--- config.mk ---
export PLATFORM = sky130hd
export DESIGN_NAME = uart_tx
export DESIGN_NICKNAME = d
export VERILOG_FILES = /design/src/rtl/uart_pkg.sv /design/src/rtl/uart_baud_gen.sv /design/src/rtl/uart_tx.sv
export SDC_FILE = /design/constraint.sdc
export NUM_CORES = 1
export LEC_CHECK = 0
export BUFFER_PORTS_ARGS = -buffer_cell sky130_fd_sc_hd__buf_2
export CORE_MARGIN = 3
export CORE_UTILIZATION = 50
export CTS_CLUSTER_DIAMETER = 40
export DETAILED_ROUTE_END_ITERATION = 8
export GPL_TIMING_DRIVEN = 0
export PLACE_DENSITY_LB_ADDON = 0.12
export REMOVE_ABC_BUFFERS = 1
export SLEW_MARGIN = 20
export SYNTH_ARGS = -nofsm -noshare
export SYNTH_HDL_FRONTEND = slang
export SYNTH_SLANG_ARGS = --single-unit
--- constraint.sdc ---
create_clock -name clk -period 3.45 [get_ports clk]
set_clock_uncertainty 0.1 [all_clocks]
set_input_delay 0.345 -clock clk [delete_from_list [all_inputs] [get_ports clk]]
set_output_delay 0.345 -clock clk [all_outputs]
set_load 0.005 [all_outputs]
--- src/rtl/uart_pkg.sv ---
// Shared UART encodings: bit-position codes for uart_send_sta and the default bit time.
// Also used by the upstream byte sequencer, so the codes must not change.
package uart_pkg;

    localparam int unsigned CLKS_PER_BIT_DEF = 434;  // 50 MHz / 115200 baud

    localparam logic [3:0] ST_START = 4'd0;
    localparam logic [3:0] ST_D0    = 4'd1;
    localparam logic [3:0] ST_D7    = 4'd8;
    localparam logic [3:0] ST_STOP  = 4'd9;
    localparam logic [3:0] ST_IDLE  = 4'd15;

endpackage

--- src/rtl/uart_baud_gen.sv ---
// Bit-time counter: bit_end_o is high on count CLKS_PER_BIT-1, then the count wraps to 0.
// Restart is synchronous and has priority. There is no backpressure; the counter free-runs unless restarted.
module uart_baud_gen #(
    parameter int unsigned CLKS_PER_BIT = 434
) (
    input  logic clk,
    input  logic rst_n,
    input  logic restart_i,
    output logic bit_end_o
);

    localparam int unsigned   CW       = (CLKS_PER_BIT > 1) ? $clog2(CLKS_PER_BIT) : 1;
    localparam logic [CW-1:0] CNT_LAST = CW'(CLKS_PER_BIT - 1);

    logic [CW-1:0] cnt_q;
    logic [CW-1:0] cnt_d;

    assign bit_end_o = (cnt_q == CNT_LAST);

    always_comb begin
        cnt_d = cnt_q + CW'(1);
        if (restart_i || bit_end_o) begin
            cnt_d = '0;
        end
    end

    always_ff @(posedge clk or negedge rst_n) begin
        if (!rst_n) begin
            cnt_q <= '0;
        end else begin
            cnt_q <= cnt_d;
        end
    end

endmodule

--- src/rtl/uart_tx.sv ---
// 8N1 UART transmitter. A frame starts on the edge after a uart_send rising edge is seen while idle, and lasts 10*CLKS_PER_BIT cycles.
// Requests seen while busy are dropped, not queued; one idle cycle always separates frames.
module uart_tx
    import uart_pkg::*;
#(
    parameter int unsigned CLKS_PER_BIT = CLKS_PER_BIT_DEF
) (
    input  logic       clk,
    input  logic       rst,
    input  logic       uart_send,
    input  logic [7:0] send_data,
    output logic       txd,
    output logic       uart_send_done,
    output logic [3:0] uart_send_sta,
    output logic       busy
);

    logic       uart_send_q;
    logic       armed_q;
    logic [3:0] sta_q,   sta_d;
    logic [7:0] shreg_q, shreg_d;
    logic       txd_q,   txd_d;
    logic       busy_q,  busy_d;
    logic       req;
    logic       bit_end;

    // armed_q blocks a level that was already high when reset was released
    assign req = uart_send & ~uart_send_q & armed_q;

    uart_baud_gen #(
        .CLKS_PER_BIT (CLKS_PER_BIT)
    ) u_baud (
        .clk       (clk),
        .rst_n     (rst),
        .restart_i (sta_q == ST_IDLE),
        .bit_end_o (bit_end)
    );

    always_comb begin
        sta_d   = sta_q;
        shreg_d = shreg_q;
        txd_d   = txd_q;
        busy_d  = busy_q;
        if (sta_q == ST_IDLE) begin
            if (req) begin
                sta_d   = ST_START;
                shreg_d = send_data;
                txd_d   = 1'b0;
                busy_d  = 1'b1;
            end
        end else if (sta_q > ST_STOP) begin
            sta_d  = ST_IDLE;
            txd_d  = 1'b1;
            busy_d = 1'b0;
        end else if (bit_end) begin
            if (sta_q == ST_STOP) begin
                sta_d  = ST_IDLE;
                txd_d  = 1'b1;
                busy_d = 1'b0;
            end else if (sta_q == ST_D7) begin
                sta_d = ST_STOP;
                txd_d = 1'b1;
            end else begin
                sta_d   = sta_q + 4'd1;
                txd_d   = shreg_q[0];
                shreg_d = {1'b0, shreg_q[7:1]};
            end
        end
    end

    always_ff @(posedge clk or negedge rst) begin
        if (!rst) begin
            uart_send_q <= 1'b0;
            armed_q     <= 1'b0;
            sta_q       <= ST_IDLE;
            shreg_q     <= '0;
            txd_q       <= 1'b1;
            busy_q      <= 1'b0;
        end else begin
            uart_send_q <= uart_send;
            armed_q     <= armed_q | ~uart_send;
            sta_q       <= sta_d;
            shreg_q     <= shreg_d;
            txd_q       <= txd_d;
            busy_q      <= busy_d;
        end
    end

    assign txd            = txd_q;
    assign uart_send_done = (sta_q == ST_STOP) & bit_end;
    assign uart_send_sta  = sta_q;
    assign busy           = busy_q;

endmodule

==> results of run 1 <==
## flip-flops by register name, indices dropped and copies added, names as in the netlist
name / cells
u_baud.cnt_q: 9
uart_send_sta: 4
txd: 1
shreg_q: 8
uart_send_q: 1
busy: 1
armed_q: 1
## final cells by class
class / instances / share of cell area (%)
inverters: 6 / 1.493
clock buffers: 4 / 1.741
multi-input cells: 81 / 46.10
repair buffers: 18 / 6.302
flip-flops and latches: 25 / 41.87
well taps: 30 / 2.488
## where the power goes
group	internal [mW]	switching, mW
Sequential	0.429	0.110
Combinational	0.270	0.213
Clock	0.0451	0.0796
## worst reg2reg max path: cells and delay by family (launching register included)
kind	cells	cell delay (ps)
mux	1	340
fa+ha+maj	1	230
simple gates	2	410
flops	1	600
compound gates	1	370
## cell usage after synthesis (all sizes together), types with 2 or more instances
library cell / number
and3: 4
mux2: 14
nor2: 13
buf: 4
o21a: 2
dfrtp: 20
o21ai: 2
xor2: 4
inv: 6
dfstp: 5
o2bb2ai: 3
o22ai: 2
and2: 3
xnor2: 3
nand3: 4
ha: 6
a21oi: 3
## metrics by stage
step / util (%) / cell area, um2 / hold slack [ps]
after floorplan: - / 1350 / -50.59
after global placement: 57.87 / 1473 / 263.1
after detailed placement: 57.87 / 1473 / 262.9
after CTS: 59.29 / 1509 / 48.97
after global routing: 59.29 / 1509 / 45.26
final: 59.29 / 1509 / 61.90
## layer usage
| layer | wire, um | vias to the layer above |
|---|---|---|
| li1 | - | 445 |
| met1 | 1089 | 439 |
| met2 | 1135 | 13 |
| met3 | 86 | 2 |
| met4 | 15 | 0 |
| met5 | 0 | - |
## path summary, 6_finish.rpt
path / from / end / slack [ps] / cells after the start
max: u_baud.cnt_q[2]$_DFF_PN0_ / uart_send_done / 1270 / 4
max in group asynchronous: rst / uart_send_sta[1]$_DFFE_PN1P_ / 2450 / 2
min: uart_send / uart_send_q$_DFF_PN0_ / 60 / 1
min reg2reg: armed_q$_DFF_PN0_ / armed_q$_DFF_PN0_ / 380 / 1
min in group asynchronous: rst / busy$_DFFE_PN0P_ / 430 / 2
max reg2reg: uart_send_sta[0]$_DFFE_PN1P_ / shreg_q[4]$_DFFE_PN0P_ / 1300 / 5
## cell families (layout without fill, tap and decap cells)
group,Yosys count,after routing
mux,14,14
simple gates,34,34
flops,25,25
xor+xnor,7,7
compound gates,20,20
fa+ha+maj,6,6
buf+inv,10,28
==> results.md, run 1 <==
* Status: completed
* Worst vdd ir at 0.4864 mV
* Final period util at 63.12%
* Drt via density at 5.482
* Top-area cell type share of the netlist area at ~36%
* Final Critical Period at 2177 ps
* Share of layout cells above drive strength 1 at between 30 and 40%
* Rel. slew slack at 63.97%
* Io pins at 18
* Unrepaired setup endpoints after global routing: no
* Met1 Track Usage GR at 20.20%
* Count of cell types in the netlist at 39
* Post-Syn Area at 1376 um2
* Ys flop type: dfrtp_1
* Sequential cell area at 631.9 um2
* Crit start category: flip-flop
* Vias at 899
* Die footprint at 3418 um2
* Seq/Total Area, Yosys at a little under half
* Fillers at 231
* CP dominant cell by count: and3_1
* Slew Limit Fails at 0
* Worst-Margin Slew at 540.5 ps
* Placed cells at around 160
* Post-synthesis mux area share at a little over an eighth
* Post-synthesis xor/xnor area fraction at approximately 4.5%
* Worst EP required at 3000 ps
* All-Layer GR Usage at 15.71%
* Layout Cells excl Fill at 164
* Initial antenna violation count at 0
* Synth Area in Adders at 5.455%
* Root buffer cell: clkbuf_4
* PwrDens at roughly 760 nW/um2
* CTS tree: yes
* Post-route ant nets at 0
* Post-CTS setup buffers at 0
* DR WL/cell at 14.19 um
* Met2 usage at about a quarter
* CP Capture Type: primary output
* CTS sink cnt at 25
* Pin count of the biggest net entering global routing at 26
* Overall power at around 1.1 mW
* Inserted Diodes at 0
* CTS resizes at 0
* H-tree depth at 1
* Fin Setup TNS at 0 ps
* IO Port Bufs at 17
* Die boundary width at 58.47 um
* Crit Path Class: flip-flop to primary output
* Most frequent cells in the layout: 20 x dfrtp_1, 17 x buf_2, 13 x nor2_1
* Total CTS buffers at 3
* Die Y at between 50 and 60 um
* CTS clk-pin slew, worst paths at 120 ps
* Leakage at about 0.7 nW
* Setup slack after layout at approximately 1300 ps
* Top Family by Delay on Critical Path: simple AND/OR/NAND/NOR gates
* Synth Register Bits at 25
* Post-route DRC at 0
* Largest cells by area after synthesis: dfrtp_1 36%, dfstp_2 9.5%, mux2_4 7.6%
* Yosys warns at 0
* Area taken by multi-input logic gates at 695.7 um2
* M3 GR Usage at under 10%
* Fraction of the mapped netlist area in simple logic gates at 14.45%
* Final Hold Viols at 0
* Longest Clk Path Bufs at 2
* Layout area overhead at 9.637%
* Routability cong. at 0.8256
* Row count at 18
* Worst path cell trace: nor4b_4 > and3_1 > and3_1 > buf_2
* Ys async rst share at 100.0%
* First-pass GRT wire length at 4133 um
* Initial Utilization at 54.08%
* Arr. time, crit path at 1730 ps
* Overflow after GRT at 0
* Layout Nets at 152
* Count of final setup violators at 0
* Worst Path Max Fanout at 7
* Global route hottest layer: met2
* HPWL after detailed placement at 1745 um
* First-pass iteration count of the detailed router at 4
* Hold/Removal Path Class: primary input to flip-flop
* Final WL at 2327 um
* Core Area at between 2000 and 3000 um2
* Vias in the first global route at 989
* Largest family of logic cells by synthesized area: simple AND/OR/NAND/NOR gates
* Largest stage delay on the critical path at approximately 470 ps
* Area leader, netlist: dfrtp_1
* Hold_buf cts at 1
* Fmax at 459.2 MHz
* Place WS at 1329 ps
* Crit path buf inv count at 1
* 1st-iter DRT viols at 17
* Mapped Avg Cell Area at 11.86 um2
* Most common cell after layout, fill and taps aside: dfrtp_1
* Number of synthesized flops with an enable pin at 0
* Worst-skew pair later-pin latency at around 300 ps
* Max cap viols at 0
* Synth Area in Compound Gates at 12.82%
* Cells after Synth at 116
* Crit path max-delay cell type: dfrtp_1
(Power assumes the default switching activity.)
==> run 2: changes to the inputs <==
==> constraint.sdc (replaced) <==
create_clock -name clk -period 2.1 [get_ports clk]
set_clock_uncertainty 0.1 [all_clocks]
set_input_delay 0.21 -clock clk [delete_from_list [all_inputs] [get_ports clk]]
set_output_delay 0.21 -clock clk [all_outputs]
set_load 0.005 [all_outputs]
==> results.md, run 2 (synthesized netlist as in run 1, its figures left out) <==
* Worst-Margin Slew at 548.5 ps
* Die boundary width at ~58 um
* Max layer used: met4
* Layout area overhead at 19.00%
* Worst Path Max Fanout at 5
* Overall power at 2.023 mW
* Post-route DRC at 0
* Area taken by multi-input logic gates at 767.0 um2
* Die Y at around 58 um
* Total CTS buffers at 3
* Fin Setup TNS at 0 ps
* Unrepaired setup endpoints after global routing: yes
* Place WS at -21.22 ps
* Biggest register: u_baud.cnt_q
* Final WL at 2475 um
* Final Hold Viols at 0
* HPWL after detailed placement at 1745 um
* 1st-iter DRT viols at 9
* Worst-skew pair later-pin latency at 310 ps
* Layout Nets at 157
* Max cap viols at 0
* WL met2 at 1188 um
* Area after DPL at between 1000 and 1500 um2
* Routed wl met3 at ~110 um
* H-tree depth at 1
* Arr. time, crit path at about 2200 ps
* Leakage at 0.7198 nW
* Worst hold slack at between 60 and 70 ps
* Crit Path Class: flip-flop to flip-flop
* DR WL/cell at 14.64 um
* Final Critical Period at 2071 ps
* CTS clk-pin slew, worst paths at 120 ps
* Core Area at 2545 um2
* Final period util at 98.60%
* Routability cong. at 0.8256
* Row count at 18
* Overflow after GRT at 0
* CTS sink cnt at 25
* CP Capture Type: flip-flop
* Drt via density at 5.503
* Worst EP required at 2260 ps
* Worst vdd ir at approximately 0.85 mV
* Count of final setup violators at 0
* Share of layout cells above drive strength 1 at 41.73%
* Die footprint at between 3000 and 4000 um2
* Vias in the first global route at 1004
* Post-route ant nets at 0
* Initial antenna violation count at 0
* Crit start category: flip-flop
* Sequential cell area at 631.9 um2
* First-pass iteration count of the detailed router at 5
* Routed met1 length at ~1200 um
* Pin count of the biggest net entering global routing at 26
* Slew Limit Fails at 0
* Most frequent cells in the layout: 20 x dfrtp_1, 17 x buf_2, 13 x nor2_1
* Rel. slew slack at between 60% and 70%
* Fillers at ~220
* Status: completed
* Vias at between 900 and 1000
* Root buffer cell: clkbuf_4
* IO Port Bufs at 17
* PwrDens at 1235 nW/um2
* Longest Clk Path Bufs at 2
* Inserted Diodes at 0
* Setup slack after layout at 29.35 ps
* Max reg flops at 9
* Hold/Removal Path Class: primary input to flip-flop
* Most common cell after layout, fill and taps aside: dfrtp_1
* Fmax at 482.9 MHz
* First-pass GRT wire length at around 4200 um
* Initial Utilization at 54.08%
* Io pins at 18
* CTS tree: yes
* Fin area at about 1600 um2
* All-Layer GR Usage at 16.04%
## run 2: changes by cell type in the layout (fill, tap and decap cells not counted), sizes merged
| cell | previous run | this run |
|---|---|---|
| buf | 17 | 21 |
| dlygate4sd3 | 1 | 2 |
## run 2: worst paths after layout
kind | startpoint | to | slack, ps | cells after the start
hold / removal | send_data[7] | shreg_q[7]$_DFFE_PN0P_ | 70 | 3
min in group asynchronous | rst | busy$_DFFE_PN0P_ | 300 | 2
hold reg to reg | armed_q$_DFF_PN0_ | armed_q$_DFF_PN0_ | 380 | 1
setup / recovery | uart_send_sta[1]$_DFFE_PN1P_ | uart_send_sta[0]$_DFFE_PN1P_ | 30 | 6
setup reg to reg | uart_send_sta[1]$_DFFE_PN1P_ | uart_send_sta[0]$_DFFE_PN1P_ | 30 | 6
max in group asynchronous | rst | uart_send_sta[1]$_DFFE_PN1P_ | 1230 | 2
## run 2: worst max-delay path, stage by stage, from the launching register on
cell      delay (ps)
dfstp_2          630
inv_4             70
ha_4             170
or3b_4           380
o21a_1           210
o31a_1           250
o2bb2a_4         210
## run 2: per-layer routing
layer	GRT usage, %	up-vias
li1	-	455
met1	20.77	454
met2	26.63	17
met3	2.193	4
met4	7.285	0
met5	0	-
## run 2: per-stage QoR
step	cells	util [%]
3_3_place_gp	159	57.87
4_1_cts	167	60.77
2_1_floorplan	112	-
3_5_place_dp	159	57.87
6_report	169	64.36
5_1_grt	169	64.36
## run 2: report_power, final
part           switching (mW)  total, mW  internal (mW)
clock network           0.132      0.206         0.0741
registers               0.211      0.918          0.706
logic                   0.386      0.899          0.513
total                   0.730       2.02           1.29
## run 2: cell type report
class	instances	area share (%)
repair buffers	23	9.015
multi-input cells	81	46.83
clock buffers	4	1.604
inverters	6	1.681
flip-flops and latches	25	38.58
well taps	30	2.292
## run 2: repair_timing
item,4_1_cts,5_1_grt
hold buffers,2,0
gates cloned,0,0
pin swaps,1,3
setup buffers,2,2
hold endpoints to repair,22,0
gates resized for setup,0,19
setup endpoints to repair,7,9
